### config.mk
export PLATFORM = sky130hd
export DESIGN_NAME = fft_lane_feeder_flat
export DESIGN_NICKNAME = d
export VERILOG_FILES = /design/src/rtl/fft_lane_feeder_if.sv /design/src/rtl/fft_lane_feeder.sv /design/src/flat_wrapper.sv
export SDC_FILE = /design/constraint.sdc
export NUM_CORES = 2
export LEC_CHECK = 0
export ABC_AREA = 1
export BUFFER_PORTS_ARGS = -buffer_cell sky130_fd_sc_hd__buf_4
export CELL_PAD_IN_SITES_DETAIL_PLACEMENT = 1
export CELL_PAD_IN_SITES_GLOBAL_PLACEMENT = 1
export CORE_MARGIN = 5
export CORE_UTILIZATION = 54
export CTS_BUF_LIST = sky130_fd_sc_hd__clkbuf_4
export DETAILED_ROUTE_END_ITERATION = 12
export PLACE_DENSITY = 0.9
export SLEW_MARGIN = 20
export SYNTH_ARGS = -nofsm -noshare
export SYNTH_HDL_FRONTEND = slang
export SYNTH_SLANG_ARGS = --single-unit
### constraint.sdc
create_clock -name clk -period 8.7 [get_ports clk]
set_clock_uncertainty 0.05 [all_clocks]
set_input_delay 0.435 -clock clk [delete_from_list [all_inputs] [get_ports clk]]
set_output_delay 0.435 -clock clk [all_outputs]
set_load 0.01 [all_outputs]
### src/rtl/fft_lane_feeder_if.sv
// Stream-in and 4-lane ap_fifo-out signal bundle for fft_lane_feeder.
// master = upstream source plus FFT core; slave = the feeder itself.
interface fft_lane_feeder_if #(
  parameter int DATA_W = 32
);
  logic [DATA_W-1:0] s_data;
  logic              s_valid;
  logic              s_last;
  logic              s_ready;

  logic [DATA_W-1:0] p_inData_dout [4];
  logic [3:0]        p_inData_empty_n;
  logic [3:0]        p_inData_read;

  modport master (
    output s_data, s_valid, s_last, p_inData_read,
    input  s_ready, p_inData_dout, p_inData_empty_n
  );

  modport slave (
    input  s_data, s_valid, s_last, p_inData_read,
    output s_ready, p_inData_dout, p_inData_empty_n
  );
endinterface

### src/rtl/fft_lane_feeder.sv
// Deals a serial sample stream round-robin into four FWFT lane FIFOs feeding
// the FFT core's ap_fifo inputs, with frame counting and sticky error flags.
module fft_lane_feeder #(
  parameter int DATA_W    = 32,
  parameter int DEPTH     = 16,
  parameter int FRAME_LEN = 64
) (
  input  logic                clk,
  input  logic                rst_n,
  fft_lane_feeder_if.slave    bus,
  output logic [15:0]         frame_cnt,
  output logic [3:0]          underflow,
  output logic                frame_err,
  input  logic                clr_err
);
  localparam int AW = $clog2(DEPTH);
  localparam int IW = $clog2(FRAME_LEN);

  logic [DATA_W-1:0] mem [4][DEPTH];
  logic [AW-1:0]     wr_ptr [4];
  logic [AW-1:0]     rd_ptr [4];
  logic [AW:0]       count  [4];
  logic [1:0]        lane_sel;
  logic [IW-1:0]     idx;

  logic [3:0] full, nonempty, push, pop, uf_evt;
  logic       accept, last_idx, frame_end, len_err;

  // NOTE: every always_comb output gets a default first so no path can infer a latch.
  always_comb begin
    full     = '0;
    nonempty = '0;
    push     = '0;
    pop      = '0;
    uf_evt   = '0;
    for (int n = 0; n < 4; n++) begin
      full[n]     = (count[n] == (AW+1)'(DEPTH));
      nonempty[n] = (count[n] != '0);
    end
    // Ready looks only at registered occupancy, never at this cycle's reads.
    bus.s_ready = rst_n && !full[lane_sel];
    accept      = bus.s_valid && bus.s_ready;
    last_idx    = (idx == IW'(FRAME_LEN - 1));
    frame_end   = accept && (bus.s_last || last_idx);
    len_err     = accept && (bus.s_last != last_idx);
    for (int n = 0; n < 4; n++) begin
      push[n]   = accept && (lane_sel == 2'(n));
      pop[n]    = bus.p_inData_read[n] && nonempty[n];
      uf_evt[n] = bus.p_inData_read[n] && !nonempty[n];
      bus.p_inData_empty_n[n] = rst_n && nonempty[n];
      bus.p_inData_dout[n]    = rst_n ? mem[n][rd_ptr[n]] : '0;
    end
  end

  // NOTE: sequential state uses non-blocking assignments so every register samples pre-edge values.
  always_ff @(posedge clk) begin
    if (!rst_n) begin
      lane_sel  <= '0;
      idx       <= '0;
      frame_cnt <= '0;
      underflow <= '0;
      frame_err <= 1'b0;
      for (int n = 0; n < 4; n++) begin
        wr_ptr[n] <= '0;
        rd_ptr[n] <= '0;
        count[n]  <= '0;
      end
    end else begin
      if (accept) begin
        if (frame_end) begin
          lane_sel  <= '0;
          idx       <= '0;
          frame_cnt <= frame_cnt + 16'd1;
        end else begin
          lane_sel <= lane_sel + 2'd1;
          idx      <= idx + 1'b1;
        end
      end
      for (int n = 0; n < 4; n++) begin
        if (push[n]) wr_ptr[n] <= wr_ptr[n] + 1'b1;
        if (pop[n])  rd_ptr[n] <= rd_ptr[n] + 1'b1;
        case ({push[n], pop[n]})
          2'b10:   count[n] <= count[n] + 1'b1;
          2'b01:   count[n] <= count[n] - 1'b1;
          default: count[n] <= count[n];
        endcase
        // A fresh error event wins over a simultaneous clear.
        if (uf_evt[n])    underflow[n] <= 1'b1;
        else if (clr_err) underflow[n] <= 1'b0;
      end
      if (len_err)      frame_err <= 1'b1;
      else if (clr_err) frame_err <= 1'b0;
    end
  end

  // NOTE: lane storage is deliberately not reset; empty_n and dout gating hide stale words.
  always_ff @(posedge clk) begin
    for (int n = 0; n < 4; n++) begin
      if (push[n]) mem[n][wr_ptr[n]] <= bus.s_data;
    end
  end
endmodule
### src/flat_wrapper.sv
// flat-port wrapper written by rule: the top's interface ports become plain ports
module fft_lane_feeder_flat 
#(
  parameter int DATA_W    = 32,
  parameter int DEPTH     = 16,
  parameter int FRAME_LEN = 64
)
  (clk, rst_n, frame_cnt, underflow, frame_err, clr_err, bus_s_data, bus_s_valid, bus_s_last, bus_p_inData_read, bus_s_ready, bus_p_inData_dout, bus_p_inData_empty_n);
  fft_lane_feeder_if #(.DATA_W(DATA_W)) bus_i ();
  input  logic clk;
  input  logic rst_n;
  output logic [15:0] frame_cnt;
  output logic [3:0] underflow;
  output logic frame_err;
  input  logic clr_err;
  input wire logic [$bits(bus_i.s_data)-1:0] bus_s_data;
  input wire logic [$bits(bus_i.s_valid)-1:0] bus_s_valid;
  input wire logic [$bits(bus_i.s_last)-1:0] bus_s_last;
  input wire logic [$bits(bus_i.p_inData_read)-1:0] bus_p_inData_read;
  output wire logic [$bits(bus_i.s_ready)-1:0] bus_s_ready;
  output wire logic [$bits(bus_i.p_inData_dout)-1:0] bus_p_inData_dout;
  output wire logic [$bits(bus_i.p_inData_empty_n)-1:0] bus_p_inData_empty_n;
  assign bus_i.s_data = bus_s_data;
  assign bus_i.s_valid = bus_s_valid;
  assign bus_i.s_last = bus_s_last;
  assign bus_i.p_inData_read = bus_p_inData_read;
  assign bus_s_ready = bus_i.s_ready;
  assign bus_p_inData_dout = {>>{bus_i.p_inData_dout}};
  assign bus_p_inData_empty_n = bus_i.p_inData_empty_n;
  fft_lane_feeder #(.DATA_W(DATA_W), .DEPTH(DEPTH), .FRAME_LEN(FRAME_LEN)) u_core (.clk(clk), .rst_n(rst_n), .bus(bus_i), .frame_cnt(frame_cnt), .underflow(underflow), .frame_err(frame_err), .clr_err(clr_err));
endmodule
# == Yosys cells after proc, flatten, opt, wreduce, memory -nomap -nowiden ==
# Memories as Yosys holds them, arrays and structs flattened.
# Index checks and enable logic that the tools add are counted.
# word_totals
latchBits,0
romBits,0
register_bits,29
input_bits,41
memories,4
elab_cells,265
output_inout_bits,154
ramBits,2100
# classes
n_mul,0
div,0
magnitude_cmp,13
n_shift,0
n_bitwise,28
n_mux,128
n_addsub,19
n_eq_ne,17
n_reduce_logical,48
# mem_list
memory,words,width,rd,rd_clocked_by_memory_dff,wr,line,source
u_core.mem,4,512,4,0,1,fft_lane_feeder.sv:19,logic [DATA_W-1:0] mem [4][DEPTH];
u_core.count,4,5,4,0,4,fft_lane_feeder.sv:22,logic [AW:0] count [4];
u_core.rd_ptr,4,4,4,0,4,fft_lane_feeder.sv:21,logic [AW-1:0] rd_ptr [4];
u_core.wr_ptr,4,4,4,0,4,fft_lane_feeder.sv:20,logic [AW-1:0] wr_ptr [4];
# ops
cell,count
$mux W512,10
$reduce_or A512 Y1,3
$bmux W32 S4,4
$demux W32 S4,4
$mux W32,16
$mux W1,68
$mux W5,12
$ge A5 B5 Y1 const B,8
$not A4 Y5,8
$add A4 B1 Y4 const B,8
$mux W4,8
$logic_and A1 B1 Y1,24
$add A5 B1 Y5 const B,4
$eq A5 B5 Y1 const B,4
$lt A5 B1 Y1 const B,4
$or A1 B1 Y1,20
$reduce_bool A5 Y1,4
$sub A5 B1 Y5 const B,4
$add A16 B1 Y16 const B,1
$eq A2 B2 Y1 const B,6
$eq A2 B1 Y1 const B,5
$reduce_bool A2 Y1,5
$mux W2,4
$reduce_or A2 Y1,4
other kinds (11),15

# == Longest topological paths before layout ==
# depth
word_depth,14
depth_mapped,25

# == Worst setup path before layout ==
# OpenSTA, ideal clock, no wires.
# synth_timing
path_kind,reg-to-reg
startpoint,mem u_core.count[0][15] (netlist name)
endpoint,"mem u_core.mem[1][0] (netlist name), enable pin"
t_arrival_ps,2844
t_required_ps,8229
path_buffers,1
stages_incl_launch_ff,13
path_slack_ps,5385
setup_ps,421
period_less_slack_ps,3315
cell_sequence,edfxtp_1 > inv_1 > ha_1 > nand3_1 > nand2_1 > nand2_1 > nand2_1 > nor2_2 > buf_4 > nand3_4 > inv_2 > nand2_1 > nor2_1
# synth_lines
element,line
"start, declared",fft_lane_feeder.sv:22
"end, declared",fft_lane_feeder.sv:19

==> results.sh <==
export IMPL_io_pins=195
export IMPL_regToRegStartpoint="u_core.count[0][15]"
export IMPL_num_vias=62200
export IMPL_yosys_register_bits=2129
export IMPL_clock_sinks=2129
export IMPL_antenna_found_initial=14
export IMPL_portBuffers=194
export IMPL_final_cells=9196
export IMPL_grt_max_degree=261
export IMPL_yosysSeqAreaShare=0.754
export IMPL_rsz0062_at_grt="false"
export IMPL_cp_start_kind="register"
export IMPL_drtIter0Drc=9472
export IMPL_period_share=0.694
export IMPL_cp_required_ns=8.22
export IMPL_wire_per_inst_um=31.7
export IMPL_syn_inst=6290
export IMPL_clk_latency_ns=1.40
export IMPL_leakagePower_nw=31.0
export IMPL_grt_pass1_wl_um=423000
export IMPL_final_util=0.610
export IMPL_area_growth_pct=12.6
export IMPL_worst_hold_slack_ns=0.105
export IMPL_grt_pass1_vias=66100
export IMPL_finalHoldViolations=0
export IMPL_die_h_um=405
export IMPL_hp_start="bus_s_data[1]"
export IMPL_p_total_mw=22.5
export IMPL_max_freq_mhz=166
export IMPL_drtAntennaViolNets=0
export IMPL_clkTransAtPathRegs_ns=0.09
export IMPL_hold_class="in2reg"
export IMPL_outcome="completed"
export IMPL_crit_start="u_core.rd_ptr[2][0]"
export IMPL_clockBufferDepth=4
export IMPL_finalMaxSlewViolations=0
export IMPL_fin_crit_ns=6.04
export IMPL_cts_tree="yes"
export IMPL_post_route_drc_count=0
export IMPL_dp_hpwl_um=137000
export IMPL_setup_viol=0
export IMPL_power_density_nw_per_um2=237
export IMPL_place_inst=8204
export IMPL_drv_cap=0
export IMPL_dieArea_um2=164000
export IMPL_critPathKind="reg2out"
export IMPL_place_congestion=0.801
export IMPL_overflow=0
export IMPL_fin_setup_tns_ns=0
export IMPL_avgSynthCellArea_um2=13.4
export IMPL_synth_area_um2=84400
export IMPL_slew_headroom=0.144
export IMPL_vias_per_cell=6.77
export IMPL_cts_buffers=550
export IMPL_critPathMaxFanout=170
export IMPL_grt_usage=0.346
export IMPL_final_common_cell="edfxtp_1"
export IMPL_yosysWarnings=0
export IMPL_worst_pin_slew_ns=1.28
export IMPL_drive_above_1_share=0.169
export IMPL_root_buffer="clkbuf_4"
export IMPL_htree_levels=6
export IMPL_firstDrtPassIters=7
export IMPL_endpoint_kind="primary output"
export IMPL_synth_nets=6375
export IMPL_routed_wl_um=292000
export IMPL_core_region_area_um2=156000
export IMPL_start_util=0.542
export IMPL_mostFrequentLayoutCells="2,100 x edfxtp_1, 1,235 x nor2_1, 1,038 x o21ai_0, 776 x clkbuf_4, 297 x buf_4"
export IMPL_fp_row_count=145
export IMPL_cp_arrival_ns=5.55
export IMPL_fin_nets=6838
export IMPL_die_x_um=405
export IMPL_peakVddDrop_uv=123
export IMPL_ys_types=31
-- synthesized netlist by cell type --
cell / n / area [um^2]
nand3b_1: 3 / 22.5
o221ai_1: 226 / 1980
buf_6: 1 / 11.3
dfxtp_1: 29 / 581
nand4_1: 30 / 188
ha_1: 44 / 551
buf_4: 18 / 135
clkbuf_1: 303 / 1140
nand3_1: 150 / 751
buf_1: 24 / 90.1
clkinv_1: 4 / 15.0
nor2_2: 1 / 6.26
xnor2_1: 15 / 131
edfxtp_1: 2100 / 63100
o22ai_1: 146 / 913
buf_2: 99 / 495
o211ai_1: 286 / 2150
inv_1: 106 / 398
nor3_1: 1 / 5.00
nor2_4: 3 / 33.8
xor2_1: 21 / 184
or2_2: 7 / 43.8
nand2_2: 1 / 6.26
nand3_4: 1 / 17.5
a31oi_1: 2 / 12.5
nor3b_1: 1 / 7.51
nor2_1: 1299 / 4880
o21ai_0: 1038 / 5190
inv_2: 3 / 11.3
nand2_1: 164 / 616
a21oi_1: 164 / 821
-- final cells by class --
type                            instances  area, um^2
Antenna cell                           19        47.5
Clock buffer                          776        5830
Inverter                              113         462
Tap cell                             2058        2570
Timing Repair Buffer                  356        2910
Sequential cell                      2129       63600
Multi-Input combinational cell       3603       19000
Fill cell                           15000       60800
Clock inverter                        142         606
-- metrics by stage --
| stage | area, um^2 | worst slack (ns) |
|---|---|---|
| after floorplan | 84400 | 5.38 |
| after global placement | 88000 | 4.68 |
| after detailed placement | 88000 | 4.49 |
| after CTS | 94900 | 2.86 |
| after global routing | 95000 | 2.52 |
| final | 95100 | 2.66 |
-- registers in the layout, summed over array words and instances, names as in the netlist --
| signal | cells |
|---|---|
| u_core.wr_ptr | 16 |
| u_core.count | 20 |
| u_core.underflow | 4 |
| u_core.idx | 6 |
| u_core.frame_cnt | 16 |
| u_core.lane_sel | 2 |
| u_core.rd_ptr | 16 |
| u_core.frame_err | 1 |
| u_core.mem | 2048 |
-- power breakdown --
| group | total, mW | internal, mW | switching [mW] |
|---|---|---|---|
| Sequential | 11.4 | 11.3 | 0.0485 |
| Clock | 8.55 | 4.16 | 4.39 |
| Combinational | 2.59 | 0.684 | 1.90 |
-- path summary, 6_finish.rpt --
kind,end,slack (ns),cells after the start
worst max-delay path,bus_p_inData_dout[32],2.66,9
worst min-delay path,u_core.mem[3][481],0.10,2
worst max register to register,u_core.count[0][4],4.66,25
worst min register to register,u_core.idx[5],0.46,2
-- routing by layer --
metal | up-vias | wire length (um) | global-route usage
li1 | 24900 | - | -
met1 | 31100 | 99700 | 0.419
met2 | 5004 | 143000 | 0.575
met3 | 1190 | 31200 | 0.0772
met4 | 4 | 17800 | 0.204
met5 | - | 20 | 0
-- cell families after synthesis --
logic type / after synthesis / share of synthesized area
buffers and inverters: 558 / 0.0272
XOR/XNOR: 36 / 0.00373
adder cells (fa/ha/maj): 44 / 0.00652
flip-flops: 2129 / 0.754
AND/OR/NAND/NOR: 1661 / 0.0778
AO/OA/AOI/OAI: 1862 / 0.131
-- worst max-delay path, cell delays in order, from the launching register on --
cell	delay (ns)
edfxtp_1	0.43
buf_12	0.26
buf_16	0.32
inv_6	0.73
buf_4	0.70
o21ai_0	0.30
o22ai_1	0.33
o211ai_1	0.13
a21oi_1	0.58
buf_4	0.24
-- repair_timing --
| action | CTS | global route |
|---|---|---|
| buffers inserted | 0 | 0 |
| hold endpoints to repair | 2179 | 0 |
| hold buffers | 52 | 0 |
| resized for setup | 0 | 0 |
No activity file was read; power rests on OpenSTA's default activity.
